===== src/rtl/issue_scoreboard.sv =====
// Decode-to-execute issue stage: one-entry holding register gated by a per-register
// pending-write scoreboard, an in-flight writer throttle and a saturating stall counter.
module issue_scoreboard #(
  parameter int NREG         = 32,
  parameter int AW           = 5,
  parameter int IMM_W        = 16,
  parameter int MAX_INFLIGHT = 4
) (
  input  logic             clk,
  input  logic             rst_n,
  input  logic             in_valid,
  output logic             in_ready,
  input  logic [1:0]       in_type,
  input  logic [AW-1:0]    in_src1,
  input  logic [AW-1:0]    in_src2,
  input  logic [AW-1:0]    in_dest,
  input  logic [AW-1:0]    in_cond,
  input  logic [IMM_W-1:0] in_imm,
  output logic             out_valid,
  input  logic             out_ready,
  output logic [1:0]       out_type,
  output logic [AW-1:0]    out_src1,
  output logic [AW-1:0]    out_src2,
  output logic [AW-1:0]    out_dest,
  output logic [AW-1:0]    out_cond,
  output logic [IMM_W-1:0] out_imm,
  input  logic             wb_valid,
  input  logic [AW-1:0]    wb_dest,
  input  logic             flush,
  output logic [3:0]       inflight,
  output logic [15:0]      stall_cycles,
  output logic             wb_err
);

  localparam logic [1:0] T_NOP = 2'b00;
  localparam logic [1:0] T_S   = 2'b01;
  localparam logic [1:0] T_I   = 2'b10;

  logic             hold_valid_q, hold_valid_d;
  logic [1:0]       type_q, type_d;
  logic [AW-1:0]    src1_q, src1_d, src2_q, src2_d, dest_q, dest_d, cond_q, cond_d;
  logic [IMM_W-1:0] imm_q, imm_d;
  logic [NREG-1:0]  pending_q, pending_d;
  logic [3:0]       inflight_q, inflight_d;
  logic [15:0]      stall_q, stall_d;
  logic             wb_err_q, wb_err_d;

  logic [NREG-1:0]  wb_clr_vec, pend_eff;
  logic             wb_hit, wb_bad, writer_h, hazard, issue, accept, issue_wr;

  always_comb begin
    wb_clr_vec = wb_valid ? (NREG'(1) << wb_dest) : '0;
    // a same-cycle writeback already makes the register readable
    pend_eff   = pending_q & ~wb_clr_vec;
    wb_hit     = wb_valid && (wb_dest != '0) && pending_q[wb_dest];
    wb_bad     = wb_valid && (wb_dest != '0) && !pending_q[wb_dest];
    writer_h   = ((type_q == T_S) || (type_q == T_I)) && (dest_q != '0);

    hazard = 1'b0;
    if ((type_q != T_NOP) && (src1_q != '0) && pend_eff[src1_q]) hazard = 1'b1;
    if ((type_q == T_S) && (src2_q != '0) && pend_eff[src2_q])   hazard = 1'b1;
    if (writer_h && pend_eff[dest_q])                             hazard = 1'b1;
    if (writer_h && (inflight_q == 4'(MAX_INFLIGHT)) && !wb_hit)  hazard = 1'b1;

    // execute must never see valid&&ready without the issue taking effect
    out_valid = hold_valid_q && !hazard && !flush;
    issue     = out_valid && out_ready;
    issue_wr  = issue && writer_h;
    in_ready  = (!hold_valid_q || issue) && !flush;
    accept    = in_valid && in_ready;
  end

  always_comb begin
    hold_valid_d = hold_valid_q;
    type_d = type_q;
    src1_d = src1_q;
    src2_d = src2_q;
    dest_d = dest_q;
    cond_d = cond_q;
    imm_d  = imm_q;
    if (accept) begin
      hold_valid_d = 1'b1;
      type_d = in_type;
      src1_d = in_src1;
      src2_d = in_src2;
      dest_d = in_dest;
      cond_d = in_cond;
      imm_d  = in_imm;
    end else if (flush || issue) begin
      hold_valid_d = 1'b0;
    end

    // clear first so that a same-register issue sets the bit back
    pending_d = pending_q;
    if (wb_hit)   pending_d[wb_dest] = 1'b0;
    if (issue_wr) pending_d[dest_q]  = 1'b1;
    pending_d[0] = 1'b0;

    inflight_d = inflight_q;
    if (issue_wr && !wb_hit)      inflight_d = inflight_q + 4'd1;
    else if (!issue_wr && wb_hit) inflight_d = inflight_q - 4'd1;

    stall_d = stall_q;
    if (hold_valid_q && hazard && (stall_q != 16'hFFFF)) stall_d = stall_q + 16'd1;

    wb_err_d = wb_err_q | wb_bad;
  end

  always_ff @(posedge clk or negedge rst_n) begin
    if (!rst_n) begin
      hold_valid_q <= 1'b0;
      type_q       <= '0;
      src1_q       <= '0;
      src2_q       <= '0;
      dest_q       <= '0;
      cond_q       <= '0;
      imm_q        <= '0;
      pending_q    <= '0;
      inflight_q   <= '0;
      stall_q      <= '0;
      wb_err_q     <= 1'b0;
    end else begin
      hold_valid_q <= hold_valid_d;
      type_q       <= type_d;
      src1_q       <= src1_d;
      src2_q       <= src2_d;
      dest_q       <= dest_d;
      cond_q       <= cond_d;
      imm_q        <= imm_d;
      pending_q    <= pending_d;
      inflight_q   <= inflight_d;
      stall_q      <= stall_d;
      wb_err_q     <= wb_err_d;
    end
  end

  assign out_type     = type_q;
  assign out_src1     = src1_q;
  assign out_src2     = src2_q;
  assign out_dest     = dest_q;
  assign out_cond     = cond_q;
  assign out_imm      = imm_q;
  assign inflight     = inflight_q;
  assign stall_cycles = stall_q;
  assign wb_err       = wb_err_q;

endmodule

===== config.mk =====
export PLATFORM = sky130hd
export DESIGN_NAME = issue_scoreboard
export DESIGN_NICKNAME = d
export VERILOG_FILES = /design/src/rtl/issue_scoreboard.sv
export SDC_FILE = /design/constraint.sdc
export NUM_CORES = 1
export LEC_CHECK = 0
export ABC_AREA = 0
export BUFFER_PORTS_ARGS = -buffer_cell sky130_fd_sc_hd__buf_2
export CORE_MARGIN = 2
export CORE_UTILIZATION = 61
export DETAILED_ROUTE_END_ITERATION = 10
export GPL_ROUTABILITY_DRIVEN = 0
export PLACE_DENSITY = 0.9
export SLEW_MARGIN = 40
export SYNTH_ARGS = -nofsm -noshare
export SYNTH_HDL_FRONTEND = slang
export SYNTH_SLANG_ARGS = --single-unit

===== constraint.sdc =====
create_clock -name clk -period 11.2 [get_ports clk]
set_input_delay 1.12 -clock clk [delete_from_list [all_inputs] [get_ports clk]]
set_output_delay 1.12 -clock clk [all_outputs]
set_load 0.01 [all_outputs]

==> impl_metrics.tcl, run 1 <==
set metrics [dict create \
    htree_levels 3 \
    ant_nets 0 \
    synth_area_leaders "dfrtp_1 39%, mux2_2 6.8%, mux2i_1 5.7%, mux2_4 5.2%, o31ai_1 4.5%" \
    worstReg2RegEnd "inflight[3]" \
    cts_buffers 9 \
    worst_pin_slew_ns 0.845 \
    hpwl_mm 12.0 \
    postCtsHoldBufs 0 \
    ys_ff_latch 91 \
    drt_iter0_drc 921 \
    first_pass_iters 6 \
    netlist.top_cell.by_area "dfrtp_1" \
    port_buffers 109 \
    cp-end-kind "flop" \
    skew_ns 0.0201 \
    ios 110 \
    cts_setup_buffers 0 \
    min_path_type "reg2reg" \
    yosysUniqueCellTypes 65 \
    grt_pass1_vias 5369 \
    max-cap-violations 0 \
    core.rowCount 35 \
    clkLatencyLatePin_ns 0.37 \
    ir_drop_mv 0.141 \
    crit_fanout 34 \
    area_growth_pct 12.7 \
    ys_seq_area_frac 0.392 \
    grt_util_all_layers 0.337 \
    crit_family "simple AND/OR/NAND/NOR gates" \
    rr_startpoint "out_src1[0]" \
    finalHoldViolations 0 \
    clock-sinks 91 \
    cts_tree "built" \
    regArea_um2 2280 \
    required_ns 11.44 \
    async_flop_share 1.00 \
    slowest_delay_ns 0.78 \
    drive_gt1_frac 0.302 \
    power.density_nw_per_um2 180 \
    vias 5534 \
    maxSlewViolCount 0 \
    synth_edf_count 0 \
    outcome "completed" \
    dominantRegCellSynth "dfrtp_1" \
    cts_resized 0 \
    arrival_ns 5.73 \
    rsz0062_at_grt "no" \
    hold_path_startpoint "stall_cycles[5]" \
    yosysWarnings 0 \
    tns_ns 0 \
    syn_inst 564 \
    hold_depth 1 \
    min_to "stall_cycles[5]" \
    grt-ovfl-total 0 \
    antenna_cells 0 \
    rrSetupSlack_ns 6.19 \
    cp-start-kind "primary input" \
    setup_viol_count_final 0 \
    die_y_um 102 \
    crit_buf_inv 3 \
    die_x_um 102 \
    grt_max_degree 68 \
    clk_pin_slew_ns 0.10 \
    syn_area_um2 5800 \
    antenna_found_initial 0 \
    finalCriticalPeriod_ns 5.49 \
    drc_errors 0 \
    multi_input_area_um2 3270 \
    die_area_um2 10300 \
    num-nets-final 704 \
    fill_cells 688 \
    synthDominantCellAreaShare 0.392 \
    clk_path_buf_depth 2 \
    start_util 0.628 \
    ff2ff_path_depth 17 \
    crit_type "in2reg" \
    slew_headroom 0.429 \
    avgViaCountPerCell 7.08 \
    holdWs_ns 0.498 \
    final.period_utilization 0.490 \
    wl_mm 17.1 \
    avgRoutedWirePerCell_um 21.9 \
    path_cells "buf_2 -> nand2_1 -> o21ai_0 -> o22ai_1 -> a32oi_1 -> nand4_1 -> o21ai_1 -> nand3_1 -> or3_2 -> inv_1 -> ha_1 -> inv_1 -> ha_1 -> a21o_1 -> a21oi_1 -> xnor2_1 -> nor2_1 -> xor2_1" \
    syn_avg_cell_area_um2 10.3 \
    crit_slowest_cell "or3_2" \
    fmax_ghz 0.182 \
    synth_nets 620 \
    leakagePower_nw 2.93 \
    grt_pass1_wl_mm 27.0 \
    core_area_um2 9240 \
    cts-root-buf "clkbuf_8" \
]
worst max-delay path by stage:
stage / startpoint / endpoint / slack, ns / cells after the start
finish: wb_dest[1] / inflight[3] / 5.71 / 18
floorplan: wb_dest[4] / inflight[3] / 6.48 / 20
CTS: wb_dest[1] / inflight[3] / 5.86 / 18
global placement: wb_dest[1] / inflight[3] / 5.66 / 17
detailed placement: wb_dest[1] / inflight[3] / 5.49 / 18
global route: wb_dest[1] / inflight[3] / 5.38 / 18
power breakdown:
part	internal (W)	total (W)	switching (W)
Combinational	0.000199	0.000430	0.000231
Clock	0.000106	0.000226	0.000121
Sequential	0.000394	0.000523	0.000128
synth_stat cells, drive strengths merged, types with 3 or more instances:
master / count
nand4bb: 3
o22ai: 4
nor2: 23
xor2: 7
nor2b: 6
nand4: 11
and3: 5
o211ai: 5
o311ai: 12
o21ai: 38
buf: 22
dfrtp: 91
nand2b: 8
nor4b: 3
a311oi: 3
mux2: 55
mux4: 4
o21bai: 3
a22oi: 4
nand3: 20
xnor2: 18
nor3: 20
mux2i: 33
a31oi: 4
a21oi: 11
clkbuf: 15
ha: 6
inv: 18
a2111oi: 4
nand2: 28
or3: 5
a211oi: 3
nand3b: 5
o31ai: 35
kinds of logic after synthesis:
| group | after synthesis | share of synthesized area |
|---|---|---|
| AND/OR/NAND/NOR | 151 | 0.145 |
| AO/OA/AOI/OAI | 143 | 0.171 |
| buffers and inverters | 55 | 0.0451 |
| XOR/XNOR | 25 | 0.0377 |
| flip-flops | 91 | 0.392 |
| adder cells (fa/ha/maj) | 7 | 0.0164 |
| multiplexers | 92 | 0.192 |
layer usage:
layer  vias up  global-route usage  wire length [µm]
li1       2310                   -                 -
met1      2561               0.426              6090
met2       514               0.522              7800
met3       149              0.0918              2210
met4         0               0.199              1000
met5         -                   0                 0
layout make-up:
class / instances / area share
clock buffers: 10 / 0.0195
clock inverters: 6 / 0.0109
inverters: 18 / 0.0103
multi-input cells: 418 / 0.501
flip-flops and latches: 91 / 0.348
well taps: 129 / 0.0247
repair buffers: 110 / 0.0855
through the flow:
| step | power [W] | utilization | setup WS, ns | cells | cell area, µm² |
|---|---|---|---|---|---|
| after floorplan | 0.000778 | - | 6.48 | 564 | 5800 |
| after global placement | 0.000915 | 0.685 | 5.66 | 766 | 6330 |
| after detailed placement | 0.000939 | 0.686 | 5.49 | 766 | 6340 |
| after CTS | 0.00117 | 0.707 | 5.86 | 782 | 6540 |
| after global routing | 0.00124 | 0.708 | 5.38 | 782 | 6540 |
| final | 0.00118 | 0.708 | 5.71 | 782 | 6540 |
worst reg2reg max path, delay by kind of cell (launching register included):
| family | cells | cell delay (ns) |
|---|---|---|
| compound gates | 6 | 1.32 |
| flops | 1 | 0.88 |
| xor+xnor | 2 | 0.28 |
| fa+ha+maj | 2 | 0.48 |
| simple gates | 4 | 1.25 |
| buf+inv | 2 | 0.23 |
| mux | 1 | 0.44 |
flip-flops by register name, indices dropped and copies added (netlist names):
register / cells
inflight: 4
stall_cycles: 16
pending_q: 31
out_type: 2
wb_err: 1
hold_valid_q: 1
out_src1: 5
out_imm: 16
out_dest: 5
out_cond: 5
out_src2: 5
cell usage in the layout, fill, tap and decap left out, types with 4 or more instances in the layout:
master | netlist | layout
buf_2 | 14 | 108
mux2_2 | 35 | 35
a21oi_1 | 11 | 11
clkbuf_8 | 0 | 9
o21ai_1 | 4 | 4
or3_1 | 5 | 4
nand2_1 | 28 | 28
xor2_1 | 7 | 7
nand3_1 | 20 | 20
and3_1 | 5 | 5
nand2b_1 | 8 | 8
o22ai_1 | 4 | 4
o21ai_0 | 34 | 34
nor2_1 | 23 | 23
mux4_2 | 4 | 4
o211ai_1 | 5 | 5
nand4_1 | 11 | 11
nor2b_1 | 6 | 6
nor3_1 | 20 | 20
mux2_4 | 20 | 20
nand3b_1 | 5 | 5
dfrtp_1 | 91 | 90
o31ai_1 | 35 | 35
mux2i_1 | 33 | 33
xnor2_1 | 18 | 18
inv_1 | 18 | 18
o311ai_0 | 12 | 12
a2111oi_0 | 4 | 4
ha_1 | 6 | 6
Note: power is estimated with default switching activity, not from simulation.
==> run 2, diff against run 1 <==
Settings changed: ABC_AREA 0 to 1, CORE_UTILIZATION 61 to 56, PLACE_DENSITY 0.9 to 0.84.
Clock period 11.2 ns to 5.2 ns, I/O delays scaled along.
==> run 2 against run 1 <==
Compared with the run above:
- via count is 14% higher
- utilization down 4.7 points
- die area increased by 7.6%
- worst hold slack worse by 0.43 ns
- flip-flop and latch count unchanged
- area after synthesis shrank 0.95%
- global-route usage fell by 1.8 points
- cell count up 36%
- wire length grew 3.2%
- worst setup slack lost 4.5 ns
- critical endpoint unchanged
- largest cell class unchanged
==> impl_metrics.tcl, run 2 <==
set metrics [dict create \
    arrival_ns 4.29 \
    fill_cells 854 \
    rrSetupSlack_ns 1.19 \
    core.rowCount 36 \
    cts_setup_buffers 0 \
    syn_inst 838 \
    skew_ns 0.0170 \
    clk_path_buf_depth 2 \
    maxSlewViolCount 0 \
    grt_max_degree 61 \
    cp-start-kind "flop" \
    cts_buffers 9 \
    synth_mux_area_frac 0 \
    area_growth_pct 13.4 \
    tns_ns 0 \
    regArea_um2 2280 \
    cts_resized 0 \
    synth_area_leaders "dfrtp_1 40%, nand2_1 19%, nand3_1 11%, nand4_1 5.8%, nor2_1 5.4%" \
    die_y_um 105 \
    synthSimpleGateAreaFrac 0.434 \
    worst_pin_slew_ns 0.845 \
    synth_common_cells "294 x nand2_1, 131 x nand3_1, 91 x dfrtp_1, 82 x nor2_1, 53 x nand4_1" \
    ys_seq_area_frac 0.396 \
    crit_type "reg2reg" \
    finalHoldViolations 0 \
    grt-ovfl-total 0 \
    cts-root-buf "clkbuf_8" \
    syn_avg_cell_area_um2 6.86 \
    yosysWarnings 0 \
    core_area_um2 9860 \
    postCtsHoldBufs 0 \
    antenna_cells 0 \
    port_buffers 109 \
    num-nets-final 981 \
    final.period_utilization 0.772 \
    drive_gt1_frac 0.160 \
    yosysUniqueCellTypes 33 \
    synth_compound_area_frac 0.0535 \
    grt_pass1_wl_mm 28.5 \
    ir_drop_mv 0.218 \
    synth_nets 894 \
    synth_edf_count 0 \
    hpwl_mm 11.9 \
    clkLatencyLatePin_ns 0.39 \
    async_flop_share 1.00 \
    placed_area_um2 6310 \
    clock-sinks 91 \
    synth.most_common_cell "nand2_1" \
    drt_iter0_drc 836 \
    start_util 0.583 \
    drc_errors 0 \
    grt_util_all_layers 0.319 \
    setup_viol_count_final 0 \
    clk_pin_slew_ns 0.11 \
    cts_tree "built" \
    leakagePower_nw 3.45 \
    fmax_ghz 0.249 \
    max-cap-violations 0 \
    power.density_nw_per_um2 350 \
    avgRoutedWirePerCell_um 16.6 \
    rsz0062_at_grt "no" \
    die_x_um 105 \
    synth_top_family_by_area "simple AND/OR/NAND/NOR gates" \
    synth-xor-area-share 0.0259 \
    syn_area_um2 5750 \
    avgViaCountPerCell 5.96 \
    ys_ff_latch 91 \
    regMostFlops "pending_q" \
    first_pass_iters 7 \
    synthAdderAreaFrac 0.0165 \
    crit_fanout 20 \
    outcome "completed" \
    layout_common_cells "294 x nand2_1, 131 x nand3_1, 108 x buf_2, 91 x dfrtp_1, 78 x nor2_1" \
    cp-end-kind "flop" \
    vias 6332 \
    min_path_type "in2async" \
    antenna_found_initial 0 \
    grt_pass1_vias 5923 \
    die_area_um2 11100 \
    multi_input_area_um2 3050 \
    ant_nets 0 \
    wl_mm 17.6 \
    largest_reg_flops 31 \
    dominantRegCellSynth "dfrtp_1" \
    finalCriticalPeriod_ns 4.01 \
    ios 110 \
    netlist.top_cell.by_area "dfrtp_1" \
    required_ns 5.48 \
    htree_levels 3 \
    slew_headroom 0.437 \
    fin_area_um2 6520 \
    synthDominantCellAreaShare 0.396 \
    final_common_cell "nand2_1" \
]
run 2: final cells by class:
cell class | instances | area share
sequential | 91 | 0.349
multi-input combinational | 649 | 0.469
clock inverter | 7 | 0.0113
tap | 133 | 0.0255
clock buffer | 9 | 0.0190
inverter | 58 | 0.0334
timing repair buffer | 116 | 0.0927
run 2: critical path, cell delays in order (launching register included):
cell and delay [ns]:
dfrtp_1 0.91, inv_1 0.58, nand3_1 0.24, nand3_1 0.09, o21ai_1 0.12, nand2_1 0.09
nand3_1 0.10, nand3_1 0.07, nand3b_1 0.11, nand4_1 0.19, nor2_2 0.16, ha_1 0.22
inv_1 0.10, ha_1 0.28, a21o_1 0.18, a21oi_1 0.16, nand2_1 0.07, nand2_1 0.06
nor2_1 0.05, xor2_1 0.13
run 2: final timing paths:
check,start,to,cells past startpoint
min reg2reg,out_imm[0],out_imm[0],2
min in group clk,flush,hold_valid_q,2
max,out_src2[0],inflight[3],19
max reg2reg,out_src2[0],inflight[3],19
min,rst_n,pending_q[15],1
max in group asynchronous,rst_n,stall_cycles[9],2
run 2: through the flow:
stage          hold slack (ns)  setup WS [ns]  power [W]   util  cells
5_1_grt                  0.101          0.948    0.00241  0.661   1063
2_1_floorplan            0.224           1.74    0.00147      -    838
3_3_place_gp             0.449           1.22    0.00175  0.640   1047
4_1_cts                 0.0784           1.34    0.00226  0.660   1063
6_report                0.0722           1.19    0.00228  0.661   1063
3_5_place_dp             0.454           1.07    0.00177  0.640   1047
run 2: kinds of logic after synthesis:
logic type	Yosys count
AO/OA/AOI/OAI	51
flip-flops	91
buffers and inverters	98
XOR/XNOR	17
adder cells (fa/ha/maj)	7
AND/OR/NAND/NOR	574
run 2: power breakdown:
group	switching (W)	leakage (nW)	internal (W)
sequential	0.000150	1.18	0.000827
clock	0.000302	0.101	0.000191
combinational	0.000529	2.18	0.000280
total	0.000981	3.45	0.00130
run 2: per-layer routing:
metal | up-vias | wire length, µm | GRT usage
met5 | - | 0 | 0
met4 | 0 | 725 | 0.144
met3 | 89 | 2510 | 0.0891
met2 | 487 | 7830 | 0.496
met1 | 2816 | 6580 | 0.415
li1 | 2940 | - | -
